$ cat src/rtl/regfile_write_arbiter_pkg.sv
// Shared constants and state encoding for the register-file write arbiter.
// The data/address widths and register count here are shared with the
// register file itself.
package regfile_write_arbiter_pkg;

    localparam int DATA_WIDTH = 16;
    localparam int REG_WIDTH  = 3;
    localparam int NUM_REGS   = 5;

    typedef enum logic {
        ARB_INIT = 1'b0,
        ARB_RUN  = 1'b1
    } arb_state_t;

endpackage

$ cat src/rtl/regfile_write_arbiter_rr_arbiter.sv
// rr_arbiter: purely combinational rotating-priority arbiter.
// The search starts at rr_ptr and wraps modulo NUM_REQ; the first set
// request bit wins.
// Ports:
//   req    - request vector
//   rr_ptr - index holding the highest priority this cycle
//   gnt    - one-hot grant, all zero when no request is set
//   winner - index of the granted requester (0 when none)
//   valid  - a grant was issued
module rr_arbiter
#(
    parameter int NUM_REQ = 3,
    parameter int PTR_W   = $clog2(NUM_REQ)
)
(
    input  logic [NUM_REQ-1:0] req,
    input  logic [PTR_W-1:0]   rr_ptr,
    output logic [NUM_REQ-1:0] gnt,
    output logic [PTR_W-1:0]   winner,
    output logic               valid
);

    import regfile_write_arbiter_pkg::*;

    int unsigned idx;

    always_comb begin
        gnt    = '0;
        winner = '0;
        valid  = 1'b0;
        idx    = 0;
        for (int unsigned k = 0; k < NUM_REQ; k++) begin
            idx = (32'(rr_ptr) + k) % NUM_REQ;
            if (!valid && req[idx]) begin
                valid    = 1'b1;
                gnt[idx] = 1'b1;
                winner   = PTR_W'(idx);
            end
        end
    end

endmodule

$ cat src/rtl/regfile_write_arbiter.sv
// regfile_write_arbiter: owns the single write port of the register file.
// After reset it zeroes registers 1..NUM_REGS-1 (one per cycle), then grants
// one writeback requester per cycle and registers its write onto the port.
// Writes to register 0 or to unimplemented addresses are granted but dropped.
// Build option: define REGARB_FIXED_PRIO_EN for fixed priority (lowest index
// wins); otherwise round-robin.
// Ports:
//   clk, reset (async, active-low)
//   req/req_addr/req_data - flattened per-requester write requests
//   gnt                   - combinational one-hot grant
//   regWrite/writeAddr/writeData - registered register-file write port
//   init_done             - high once the init pass has finished
module regfile_write_arbiter
#(
    parameter int DATA_WIDTH = regfile_write_arbiter_pkg::DATA_WIDTH,
    parameter int REG_WIDTH  = regfile_write_arbiter_pkg::REG_WIDTH,
    parameter int NUM_REQ    = 3,
    parameter int NUM_REGS   = regfile_write_arbiter_pkg::NUM_REGS
)
(
    input  logic                          clk,
    input  logic                          reset,
    input  logic [NUM_REQ-1:0]            req,
    input  logic [NUM_REQ*REG_WIDTH-1:0]  req_addr,
    input  logic [NUM_REQ*DATA_WIDTH-1:0] req_data,
    output logic [NUM_REQ-1:0]            gnt,
    output logic                          regWrite,
    output logic [REG_WIDTH-1:0]          writeAddr,
    output logic [DATA_WIDTH-1:0]         writeData,
    output logic                          init_done
);

    import regfile_write_arbiter_pkg::*;

    localparam int PTR_W = $clog2(NUM_REQ);
    localparam logic [REG_WIDTH-1:0] LAST_ADDR = REG_WIDTH'(NUM_REGS - 1);
    // One extra bit so NUM_REGS == 2**REG_WIDTH is representable.
    localparam logic [REG_WIDTH:0]   NREGS_L   = (REG_WIDTH + 1)'(NUM_REGS);

    arb_state_t             state;
    logic [REG_WIDTH-1:0]   init_cnt;
    logic [PTR_W-1:0]       rr_ptr;
    logic [NUM_REQ-1:0]     arb_gnt;
    logic [PTR_W-1:0]       arb_winner;
    logic                   arb_valid;
    logic [REG_WIDTH-1:0]   win_addr;
    logic [DATA_WIDTH-1:0]  win_data;
    logic                   win_writable;

    rr_arbiter #(
        .NUM_REQ (NUM_REQ),
        .PTR_W   (PTR_W)
    ) u_rr_arbiter (
        .req    (req),
        .rr_ptr (rr_ptr),
        .gnt    (arb_gnt),
        .winner (arb_winner),
        .valid  (arb_valid)
    );

    // Requests stay pending during init: no grant is visible outside RUN.
    assign gnt = (state == ARB_RUN) ? arb_gnt : '0;

    always_comb begin
        win_addr = '0;
        win_data = '0;
        for (int unsigned i = 0; i < NUM_REQ; i++) begin
            if (arb_gnt[i]) begin
                win_addr = req_addr[i*REG_WIDTH +: REG_WIDTH];
                win_data = req_data[i*DATA_WIDTH +: DATA_WIDTH];
            end
        end
    end

    // Register 0 is hard-wired zero; addresses past NUM_REGS-1 do not exist.
    assign win_writable = (win_addr != '0) && ({1'b0, win_addr} < NREGS_L);

`ifdef REGARB_FIXED_PRIO_EN
    assign rr_ptr = '0;
`else
    always_ff @(posedge clk or negedge reset) begin
        if (!reset) begin
            rr_ptr <= '0;
        end else if (state == ARB_RUN && arb_valid) begin
            rr_ptr <= (arb_winner == PTR_W'(NUM_REQ - 1)) ? '0 : arb_winner + 1'b1;
        end
    end
`endif

    always_ff @(posedge clk or negedge reset) begin
        if (!reset) begin
            state     <= ARB_INIT;
            init_cnt  <= REG_WIDTH'(1);
            regWrite  <= 1'b0;
            writeAddr <= '0;
            writeData <= '0;
            init_done <= 1'b0;
        end else begin
            case (state)
                ARB_INIT: begin
                    regWrite  <= 1'b1;
                    writeAddr <= init_cnt;
                    writeData <= '0;
                    if (init_cnt == LAST_ADDR) begin
                        state     <= ARB_RUN;
                        init_done <= 1'b1;
                    end else begin
                        init_cnt <= init_cnt + 1'b1;
                    end
                end
                ARB_RUN: begin
                    if (arb_valid) begin
                        regWrite  <= win_writable;
                        writeAddr <= win_addr;
                        writeData <= win_data;
                    end else begin
                        regWrite  <= 1'b0;
                    end
                end
                default: state <= ARB_INIT;
            endcase
        end
    end

endmodule
$ cat config.mk
export PLATFORM = sky130hd
export DESIGN_NAME = regfile_write_arbiter
export DESIGN_NICKNAME = d
export VERILOG_FILES = /design/src/rtl/regfile_write_arbiter_pkg.sv /design/src/rtl/regfile_write_arbiter_rr_arbiter.sv /design/src/rtl/regfile_write_arbiter.sv
export SDC_FILE = /design/constraint.sdc
export NUM_CORES = 1
export LEC_CHECK = 0
export CORE_MARGIN = 2
export CORE_UTILIZATION = 45
export DETAILED_ROUTE_END_ITERATION = 8
export GPL_TIMING_DRIVEN = 1
export PLACE_DENSITY = 0.85
export SLEW_MARGIN = 20
export SYNTH_ARGS = -nofsm -noshare
export SYNTH_HDL_FRONTEND = slang
export SYNTH_SLANG_ARGS = --single-unit
export TNS_END_PERCENT = 5
$ cat constraint.sdc
create_clock -name clk -period 3.9 [get_ports clk]
set_input_delay 0.78 -clock clk [delete_from_list [all_inputs] [get_ports clk]]
set_output_delay 0.78 -clock clk [all_outputs]
set_load 0.005 [all_outputs]
## Word level (Yosys, flattened, before mapping)

Cells that the tools add are included.

- Bits in registers: 27
- Latch bits: 0
- RAM bits: 0
- Memory bits (read-only): 0
- Input bits: 62
- Output and inout bits: 24
- Logic and storage cells: 77
- Memories kept: 0

- Add/subtract/negate cells: 4
- Multipliers: 0
- Divide/modulo/power cells: 3
- Order comparisons: 7
- Equality and inequality tests: 3
- Shift operators: 0
- Muxes and demuxes: 37
- Bitwise gates (word level): 4
- Reduce and logical (&&, ||, !) cells: 12

Operators by type and width:

| operator | number |
|---|---|
| >= comparator 32 x 1 -> 1 bit, second input constant | 3 |
| < comparator 32 x 3 -> 1 bit, second input constant | 3 |
| modulo 32 x 2 -> 32 bit, second input constant | 2 |
| two-way mux 16 bit | 4 |
| modulo 2 x 2 -> 32 bit, second input constant | 1 |
| case mux 16 bit (2 select lines) | 1 |
| two-way mux 3 bit | 8 |
| two-way mux 1 bit | 12 |
| two-way mux 2 bit | 4 |
| logical AND 1 bit | 7 |
| binary-select mux 1 bit (select 2 bit) | 3 |
| demux 1 bit (select 2 bit) | 3 |
| OR 3 bit | 2 |
| case mux 3 bit (2 select lines) | 1 |
| AND reduction 2 bit | 2 |
| adder 2 x 1 -> 3 bit, second input constant | 1 |
| adder 2 x 2 -> 3 bit, second input constant | 1 |
| adder 3 x 1 -> 3 bit, second input constant | 1 |
| equality test 3 bit, second input constant | 1 |
| < comparator 3 bit, second input constant | 1 |
| nonzero test 3 bit | 1 |
| adder 2 x 1 -> 2 bit, second input constant | 1 |
| equality test 2 bit, second input constant | 1 |
| zero test 1 bit | 2 |
| 3 further kinds | 4 |

## Depth between registers and ports, before layout

Gate-level depths: netlist (run 1).

- Word-level depth: 17
- Depth in mapped cells: 12
- Mapped depth without buffers: 9

## Hierarchy

A second synthesis (run 1) with hierarchy kept.

- Cell total of the unflattened synthesis: 223
- Area total of the unflattened synthesis: 1944.4 um^2

Modules (own cells, without submodules):

| module | instances | cells an instance | area an instance (um^2) | sequential area each (um^2) |
|---|---|---|---|---|
| regfile_write_arbiter | 1 | 171 | 1562.7 | 676.9 |
| rr_arbiter | 1 | 52 | 381.6 | 0.0 |

## Worst setup path before layout (run 1)

No wires, ideal clock.

- Path type: register -> output
- Start point: register rr_ptr[0]
- End point: output gnt[1]
- Data arrival time: 2.046 ns
- Required time: 3.120 ns
- Path slack: 1.074 ns
- Cell stages (with the launch flop): 9
- Path buffers: 2
- Cell sequence: dfrtp_1 -> inv_1 -> ha_1 -> nand2b_1 -> o32ai_1 -> a311o_1 -> buf_2 -> buf_1 -> and3_1

- Longest elaborated chain between the ends: 11
- Elaborated cells on any way between the ends: 38
- Classes of those cells: 2 x add/sub; 3 x div; 6 x order compare; 18 x mux; 2 x bitwise; 7 x reduce/logical

RTL lines:

| item | RTL line | source |
|---|---|---|
| from (decl) | regfile_write_arbiter.sv:42 | `logic [PTR_W-1:0] rr_ptr;` |
| from (signal assigned) | regfile_write_arbiter.sv:85 | `rr_ptr <= (arb_winner == PTR_W'(NUM_REQ - 1)) ? '0 : arb_winner + 1'b1;` |
| adder 2 x 1 -> 3 bit / modulo 2 x 2 -> 32 bit (equally long branches) | regfile_write_arbiter_rr_arbiter.sv:33 | `idx = (32'(rr_ptr) + k) % NUM_REQ;` |
| modulo 32 x 2 -> 32 bit (tied with other cells) | regfile_write_arbiter_rr_arbiter.sv:33 |  |
| >= comparator 32 x 1 -> 1 bit (implied by the code) (tied with other cells) | regfile_write_arbiter_rr_arbiter.sv:36 | `gnt[idx] = 1'b1;` |
| logical AND 1 bit (implied by the code) (tied with other cells) | regfile_write_arbiter_rr_arbiter.sv:36 |  |
| two-way mux 1 bit (implied by the code) (tied with other cells) | regfile_write_arbiter_rr_arbiter.sv:36 |  |
| demux 1 bit (select 2 bit) (tied with other cells) | - |  |
| OR 3 bit (no line) / two-way mux 1 bit (equally long branches) | - |  |
| two-way mux 3 bit / zero test 1 bit (equally long branches) | regfile_write_arbiter_rr_arbiter.sv:34 | `if (!valid && req[idx]) begin` |
| OR 3 bit (no line) / logical AND 1 bit (equally long branches) | - |  |
| two-way mux 3 bit * | regfile_write_arbiter_rr_arbiter.sv:34 |  |
| two-way mux 3 bit * | regfile_write_arbiter.sv:62 | `assign gnt = (state == ARB_RUN) ? arb_gnt : '0;` |
| to (decl) | regfile_write_arbiter.sv:26 | `output logic [NUM_REQ-1:0] gnt,` |

Mark *: on every way between the ends. The rest lies on a longest branch, timed or not. The select of a mux whose other input is x is not followed.

## Worst setup path after layout (run 1)

- Start point: input req[2]
- End point: output gnt[0]

- Longest elaborated chain between the ends: 10
- Elaborated cells on any way between the ends: 18
- Classes of those cells: 12 x mux; 2 x bitwise; 4 x reduce/logical

RTL lines:

| item | RTL line | source |
|---|---|---|
| from (decl) | regfile_write_arbiter.sv:23 | `input logic [NUM_REQ-1:0] req,` |
| binary-select mux 1 bit (select 2 bit) | regfile_write_arbiter_rr_arbiter.sv:34 |  |
| two-way mux 1 bit (implied by the code) | regfile_write_arbiter_rr_arbiter.sv:34 |  |
| two-way mux 1 bit | regfile_write_arbiter_rr_arbiter.sv:34 |  |
| zero test 1 bit | regfile_write_arbiter_rr_arbiter.sv:34 |  |
| logical AND 1 bit | regfile_write_arbiter_rr_arbiter.sv:34 |  |
| two-way mux 1 bit | regfile_write_arbiter_rr_arbiter.sv:34 |  |
| zero test 1 bit | regfile_write_arbiter_rr_arbiter.sv:34 |  |
| logical AND 1 bit | regfile_write_arbiter_rr_arbiter.sv:34 |  |
| two-way mux 3 bit * | regfile_write_arbiter_rr_arbiter.sv:34 |  |
| two-way mux 3 bit * | regfile_write_arbiter.sv:62 |  |

Marks and branches as above.

==> reports/results.txt, run 1 <==
The run finished with clean final reports. The run gives 1 as the total number of H-tree levels. The synthesized netlist contains 47 unique library cells.

The filler cells instantiated in the layout total 332. The min-delay analysis places its worst path in the category reg2reg. In this run the cell area measured after placement is 0.002801 mm².

Entering global routing, the biggest net connects 39 pins. Clock tree root buffer cell: clkbuf_8. Yosys attributes the largest share of cell area to dfrtp_1, o311ai_1, a21oi_1. The tools report the die outline area as 0.004812 mm². STA classifies the critical path startpoint as an input pin. The library cell used most frequently in the layout, excluding fill and tap cells, is clkdlybuf4s50_1. The buffering stage count on the worst path with inverters included works out to 2. Initial core utilization: 0.4739. The net count reported at finish is 385. The run gives 3 as the number of buffers inserted during clock tree synthesis. The finished cells cover 0.002848 mm². Timing analysis after detailed placement gives a worst setup slack of 0.3481 ns. Measured in cells, the most critical reg-to-reg path has a length of 11. The count of hold-fix buffers inserted at cts was 0.

Traced cell by cell, the critical path runs through clkdlybuf4s50_1 -> mux2i_1 -> nand4_1 -> a211oi_1 -> nor3_2 -> nor2_1 -> clkdlybuf4s50_1. The tools report the endpoint of the worst-slack reg-to-reg timing path as regWrite. The tools report the HPWL reported at the end of detailed placement as 4.116 mm. The kind of cell with the highest combined delay on the critical path was buffers and inverters.

Data on the critical path is required at its endpoint by 3.12 ns. The global-route usage over all layers is 0.2330. The worst setup path is captured at an output port. In this run, synthesis produced a sequential element count of 27. In this run the tool buffered the top-level ports with 85 buffer cells. The core region area is 0.004058 mm², and the number of cells traversed by the worst hold path is 1. The total count of max-transition violations in the final report is 0.

The worst hold path terminates at init_done. The share of the synthesized area in the top cell type came out at 0.3383. The signed area change from the synthesized netlist to the final layout was 48.08%; the first-pass GRT wire length was 9.384 mm. The tools report the number of global-route vias before repair as 2030.

Synthesis handed over a netlist of 239 instances. The setup slack after layout was 0.3281 ns; the layout cell share with drive strength beyond 1 was 0.05696. At the pin with the least slew margin, the transition time is 0.7322 ns. The sequential cell area is 676.9 µm². The placed instance count is 362, and the multi-input gate area in the final layout is 0.001054 mm².

For the total number of vias, the log shows 2088. Clock network latency to the later pin of the worst-skew pair: 0.27 ns. Summed over all layers, the routed wires come to 5.653 mm. The proportion of synthesized chip area in sequential cells is 0.3520.

For this design the ratio of total power to cell area is 865.6 mW/mm². The per-instance average area after synthesis is 8.046 µm², and the static leakage is 0.001206 µW. For this design, the slowest cell found on the critical path is clkdlybuf4s50_1. The number of diodes added for antenna fixing came out at 0. The post-route clock period utilization works out to 0.9159.

In this run the most critical hold path is launched from init_done. The congestion estimate from routability-driven global placement came to 0.8636. The worst setup path is of the in2out kind.

The number of nets handed over by synthesis was 307. Setup repair after global routing left no endpoint under its margin. The headroom to the max-slew limit came out at 0.5113. Derived from the worst setup path, the maximum achievable clock frequency is 280.0 MHz. For the final database, setup skew stands at 0.008399 ns.

The logs give 0.4067 mV for the maximum ir drop on the vdd rail and 0 for the initial antenna violation count. The number of post-CTS setup repair buffers came out at 0. Summed over all instances, the cell type with the most area after synthesis is dfrtp_1.

The final sum of negative setup slack was 0 ns. The top cell types in the final layout, fill and taps aside, are clkdlybuf4s50_1, inv_1, dfrtp_1. The die is 69.37 µm wide.

Slack of the worst reg-to-reg path: 0.71 ns. The finished layout holds 366 standard cells, fillers aside. Dividing the detail-routed wire length by the instance count gives 15.45 µm. The final hold violation count is 0.

Critical path's most frequent cell: clkdlybuf4s50_1. Of all nets on the critical path, the largest fanout is 7. In this run the count of I/O pins placed on the die edge is 86. The number of DRC violations after detailed-routing iteration 0 is 138, and the sum of overflow across all layers after global routing is 0. The floorplan has 23 rows. No sink is reached through more buffers than the 2 on the longest clock path.

The clock net in this run drives a total of 27 sinks. The delay of the slowest cell on the worst path is 0.54 ns. Setup violations remaining at the end of the flow were counted as 0.

Once detail routing completed, the nets flagged for antenna violations numbered 0. The logs give 0.001923 mm² for the synthesized cell area and 0 for the post-cts resize count. The run gives 0 as the number of synthesis warnings. The arrival time at the worst endpoint was 2.79 ns.

In the routed design, unresolved DRC markers number 0. The routed design could run at a clock period as short as 3.572 ns. The clock-pin slew of the registers on the worst-case setup and hold paths came out at 0.09 ns. Using the TritonRoute via totals, the vias-per-cell ratio works out to 5.705. The y dimension of the die is 69.37 µm.

Across the run, the number of max-cap violations was 0. The pre-antenna-repair detailed-routing pass consisted of 4 iterations. The worst register-to-register path begins at rr_ptr[0]. TritonCTS built the clock tree.
synthesized netlist by cell type (all sizes together):
cell type / number
o22ai: 1
inv: 26
and2: 1
nand2b: 4
a41oi: 2
and4: 1
o311ai: 17
nor2: 7
xnor2: 1
buf: 11
nor3b: 2
o31ai: 2
a2111oi: 1
a311oi: 1
a2bb2oi: 1
o32ai: 2
o211a: 2
mux2i: 3
a21o: 1
a31o: 1
clkbuf: 9
dfrtp: 26
a31oi: 2
nor2b: 3
a311o: 1
nor3: 1
a41o: 1
and3: 1
ha: 6
a211oi: 1
a21oi: 24
nand2: 25
dfstp: 1
a22o: 1
o211ai: 2
nand3b: 2
or2: 2
and3b: 1
o2111a: 1
o21bai: 1
nand3: 18
o21ai: 22
nand4: 1
worst max path at each step:
stage	start	cells past startpoint	slack [ns]	to
after floorplan	rr_ptr[0]	8	1.07	gnt[1]
after global placement	req[2]	7	0.43	gnt[0]
after detailed placement	req[2]	7	0.35	gnt[0]
after CTS	req[2]	7	0.36	gnt[0]
after global routing	rr_ptr[0]	8	0.19	gnt[0]
final	req[2]	7	0.33	gnt[0]
cells by family after synthesis:
kind of cell | after synthesis | share of synthesized area
flip-flops | 27 | 0.3520
AO/OA/AOI/OAI | 87 | 0.3058
XOR/XNOR | 1 | 0.004555
multiplexers | 3 | 0.01562
buffers and inverters | 46 | 0.1047
adder cells (fa/ha/maj) | 6 | 0.03904
AND/OR/NAND/NOR | 69 | 0.1783
layer usage:
| layer | wire, µm | up-vias | GRT usage |
|---|---|---|---|
| met5 | 0 | - | 0 |
| met4 | 41 | 0 | 0.05447 |
| met3 | 428 | 4 | 0.05669 |
| met2 | 2791 | 96 | 0.4049 |
| met1 | 2391 | 968 | 0.2908 |
| li1 | - | 1020 | - |
state kept, by name (all words and copies together) (netlist names):
| signal | count |
|---|---|
| writeData | 16 |
| init_cnt | 3 |
| writeAddr | 3 |
| rr_ptr | 2 |
| init_done | 1 |
| regWrite | 1 |
| state | 1 |
per-stage QoR:
step,power (µW),hold slack (ns),util
floorplan,1702,0.4663,-
global placement,2256,0.4718,0.6904
detailed placement,2298,0.4793,0.6904
CTS,2460,0.5053,0.7018
global route,2673,0.5241,0.7018
finish,2465,0.4969,0.7018
report_power, final:
| group | switching [µW] | total [µW] | internal (µW) |
|---|---|---|---|
| clock | 87.6 | 159 | 71.6 |
| sequential | 59.1 | 476 | 417 |
| combinational | 973 | 1830 | 857 |
| total | 1120 | 2470 | 1350 |
cell type report:
cell class | instances | share of cell area
Multi-Input combinational cell | 166 | 0.3699
Sequential cell | 27 | 0.2377
Timing Repair Buffer | 93 | 0.3199
Clock buffer | 3 | 0.01450
Clock inverter | 1 | 0.001757
Inverter | 26 | 0.03427
Tap cell | 50 | 0.02197
Power figures use the tool's default switching activity.
==> inputs of run 2 (changes only) <==
CORE_ASPECT_RATIO = 1.75   (was not set)
==> run 2 against run 1 <==
Clock skew rose by 0.0027 ns. Sequential power is 3% higher. Setup slack got worse by 0.033 ns. Routed wire length up 6.4%. Die area rose by 0.43%. First-iteration DRC count down 56%. Global-route usage rose by 2.5 points. Critical endpoint unchanged. Highest routed layer unchanged.
==> reports/results.txt, run 2 (synthesis results as in run 1) <==
The flow ran to the end, and the final reports show no timing, DRC or antenna violations. The headroom to the max-slew limit was 0.5636. Summing all non-filler instances in the final layout gives an area of 0.002843 mm². The top fanout value on the critical path is 9, and the clock-pin slew of the registers on the worst-case setup and hold paths is 0.10 ns.

The run gives 0 as the number of post-CTS setup repair buffers. The endpoint identified for the worst register-to-register timing path is regWrite. Counting flops per register, the top entry is writeData. The first global-routing pass estimated 9.404 mm of wire.

The class of the tightest hold or removal check is reg2reg. The max-cap check violation count is 0. The top cell types in the final layout, fill and taps aside, are clkdlybuf4s50_1, inv_1, dfrtp_1. The number of cells on the worst reg-to-reg path is 10.

The tools report the arrival time at the worst endpoint as 2.82 ns. The number of global-route vias before repair came out at 2059. The count of input and output buffers came out at 85.

The required time at the worst-slack endpoint was 3.12 ns; the count of hold-fix buffers inserted at cts was 0. Entering global routing, the biggest net connects 39 pins. STA classifies the critical path startpoint as an input pin.

Derived from the worst setup path, the maximum achievable clock frequency is 277.4 MHz. The number of flip-flops under the largest register name is 16, and the placer congestion estimate is 0.8339. The area growth from synthesis to layout is 47.82%.

The relative contribution of sequential cells to total power came out at 0.194. For this run, design rule violations remaining after detail routing come to 0. The worst path in the final design needs a cycle of 3.605 ns, including I/O delays and setup. For the HPWL reported at the end of detailed placement, the log shows 4.748 mm. Global routing finished with a remaining overflow of 0. The number of cells traversed by the worst hold path was 1. The final hold violation count was 0; the maximum buffer depth of the clock tree was 2. The initial core utilization came out at 0.4677.

The initial antenna violation count was 0. The switching share of total power works out to 0.4693. Before antenna repair, the detailed router went through 4 iterations.

The tools report the total number of H-tree levels as 1. The run gives 31 as the number of rows in the core area. In this run the most critical hold path is launched from init_done. Adding up every negative setup slack in the final design gives 0 ns.

The internal portion of the total power is 1338 µW. The logs give 0.068 for the clock share of power and 0.004833 mm² for the die outline area. The core region is 0.004111 mm². After detailed routing, the total wire length is 6.014 mm. The logs give 0 for the total count of max-transition violations in the final report and 61 for the number of DRC violations after detailed-routing iteration 0.

Setup repair after global routing left no endpoint under its margin. Slack of the worst reg-to-reg path: 0.62 ns. Number of buffers inserted during clock tree synthesis: 3. The library cell used most frequently in the layout, excluding fill and tap cells, is clkdlybuf4s50_1.

For this design the total switching power over the nets is 1184 µW. For hold timing, the worst endpoint is init_done. In this run the critical register-to-register path is launched from rr_ptr[0].

STA classifies the critical path endpoint as an output port. The worst-margin pin slew is 0.6539 ns, and the part of the total power dissipated in combinational logic is 0.738. In this run the horizontal extent of the chip is 53.42 µm. The post-route clock period utilization was 0.9243.

Power spread over the standard cell area amounts to 887.2 mW/mm². The total number of vias is 2146, and the net count reported at finish is 384. In the final routed layout, each cell accounts on average for 16.52 µm.

For the static leakage, the log shows 0.001202 µW. The count of endpoints failing setup in the final report came out at 0. 0 antenna diodes ended up in the layout.

The logs give 0 for the post-cts resize count and 0 for the number of routed nets with antenna violations. The type of the setup path with the least slack is in2out. Worst clock skew: 0.01109 ns. The die is 90.48 µm tall.

The detailed-route vias per instance is 5.896. The later pin in the worst-skew pair is clocked with a latency of 0.29 ns. TritonCTS built the clock tree.

For this design, the sink count on the clock tree is 27. The clock tree root buffer cell was clkbuf_8. The global-route usage over all layers was 0.2583. The layout cell share with drive strength beyond 1 is 0.05397.

The largest registers in the layout are writeData (16), init_cnt (3), writeAddr (3). VDD sags by at most 0.5390 mV. 86 I/O pins were placed. Instance area after placement: 0.002793 mm².
==> run 2: cell types whose count changed in the layout (fill, tap and decap cells not counted), sizes merged <==
cell    before  now
buf          8    7
inv         26   27
clkinv       1    0
==> run 2: area by class of cell <==
| type | instances | area (µm²) |
|---|---|---|
| fillers | 373 | 1269 |
| multi-input cells | 166 | 1054 |
| repair buffers | 92 | 903.4 |
| flip-flops and latches | 27 | 676.9 |
| inverters | 26 | 97.59 |
| well taps | 49 | 61.31 |
| clock buffers | 3 | 41.29 |
| clock inverters | 1 | 8.758 |
==> run 2: metal layers <==
| layer | vias up | global-route usage | wire length (µm) |
|---|---|---|---|
| met5 | - | 0 | 0 |
| met4 | 0 | 0.1346 | 295 |
| met3 | 18 | 0.04305 | 411 |
| met2 | 114 | 0.4527 | 3299 |
| met1 | 997 | 0.2785 | 2008 |
| li1 | 1017 | - | - |
==> run 2: how the worst max path moves through the flow <==
stage / startpoint / to / slack, ns / cells after the start
after floorplan: rr_ptr[0] / gnt[1] / 1.07 / 8
after global placement: req[1] / gnt[0] / 0.36 / 7
after detailed placement: req[1] / writeData[8] / 0.33 / 10
after CTS: req[1] / gnt[0] / 0.34 / 7
after global routing: req[1] / gnt[0] / 0.18 / 7
final: req[1] / gnt[0] / 0.30 / 7
==> run 2: critical path: stages <==
cell and delay [ns]:
clkdlybuf4s50_1 0.63, mux2i_1 0.17, o21ai_1 0.33, a22o_1 0.22
nor3_2 0.06, nor2_1 0.10, clkdlybuf4s50_1 0.53
==> run 2: per-stage QoR <==
step                worst slack (ns)  hold WS (ns)  power [µW]  cells    util
floorplan                      1.074        0.4663        1702    239       -
global placement              0.3602        0.4557        2312    360  0.6792
detailed placement            0.3269        0.4799        2347    360  0.6792
CTS                           0.3384        0.5053        2523    364  0.6914
global route                  0.1765        0.5240        2719    364  0.6914
finish                        0.2954        0.4965        2522    364  0.6914
==> run 2: power groups by stage <==
stage                     clock, µW  combinational [µW]  sequential (µW)
after floorplan                   0                1210              490
after global placement            0                1820              492
after detailed placement          0                1850              494
after CTS                       173                1860              490
after global routing            183                2030              501
final                           170                1860              489
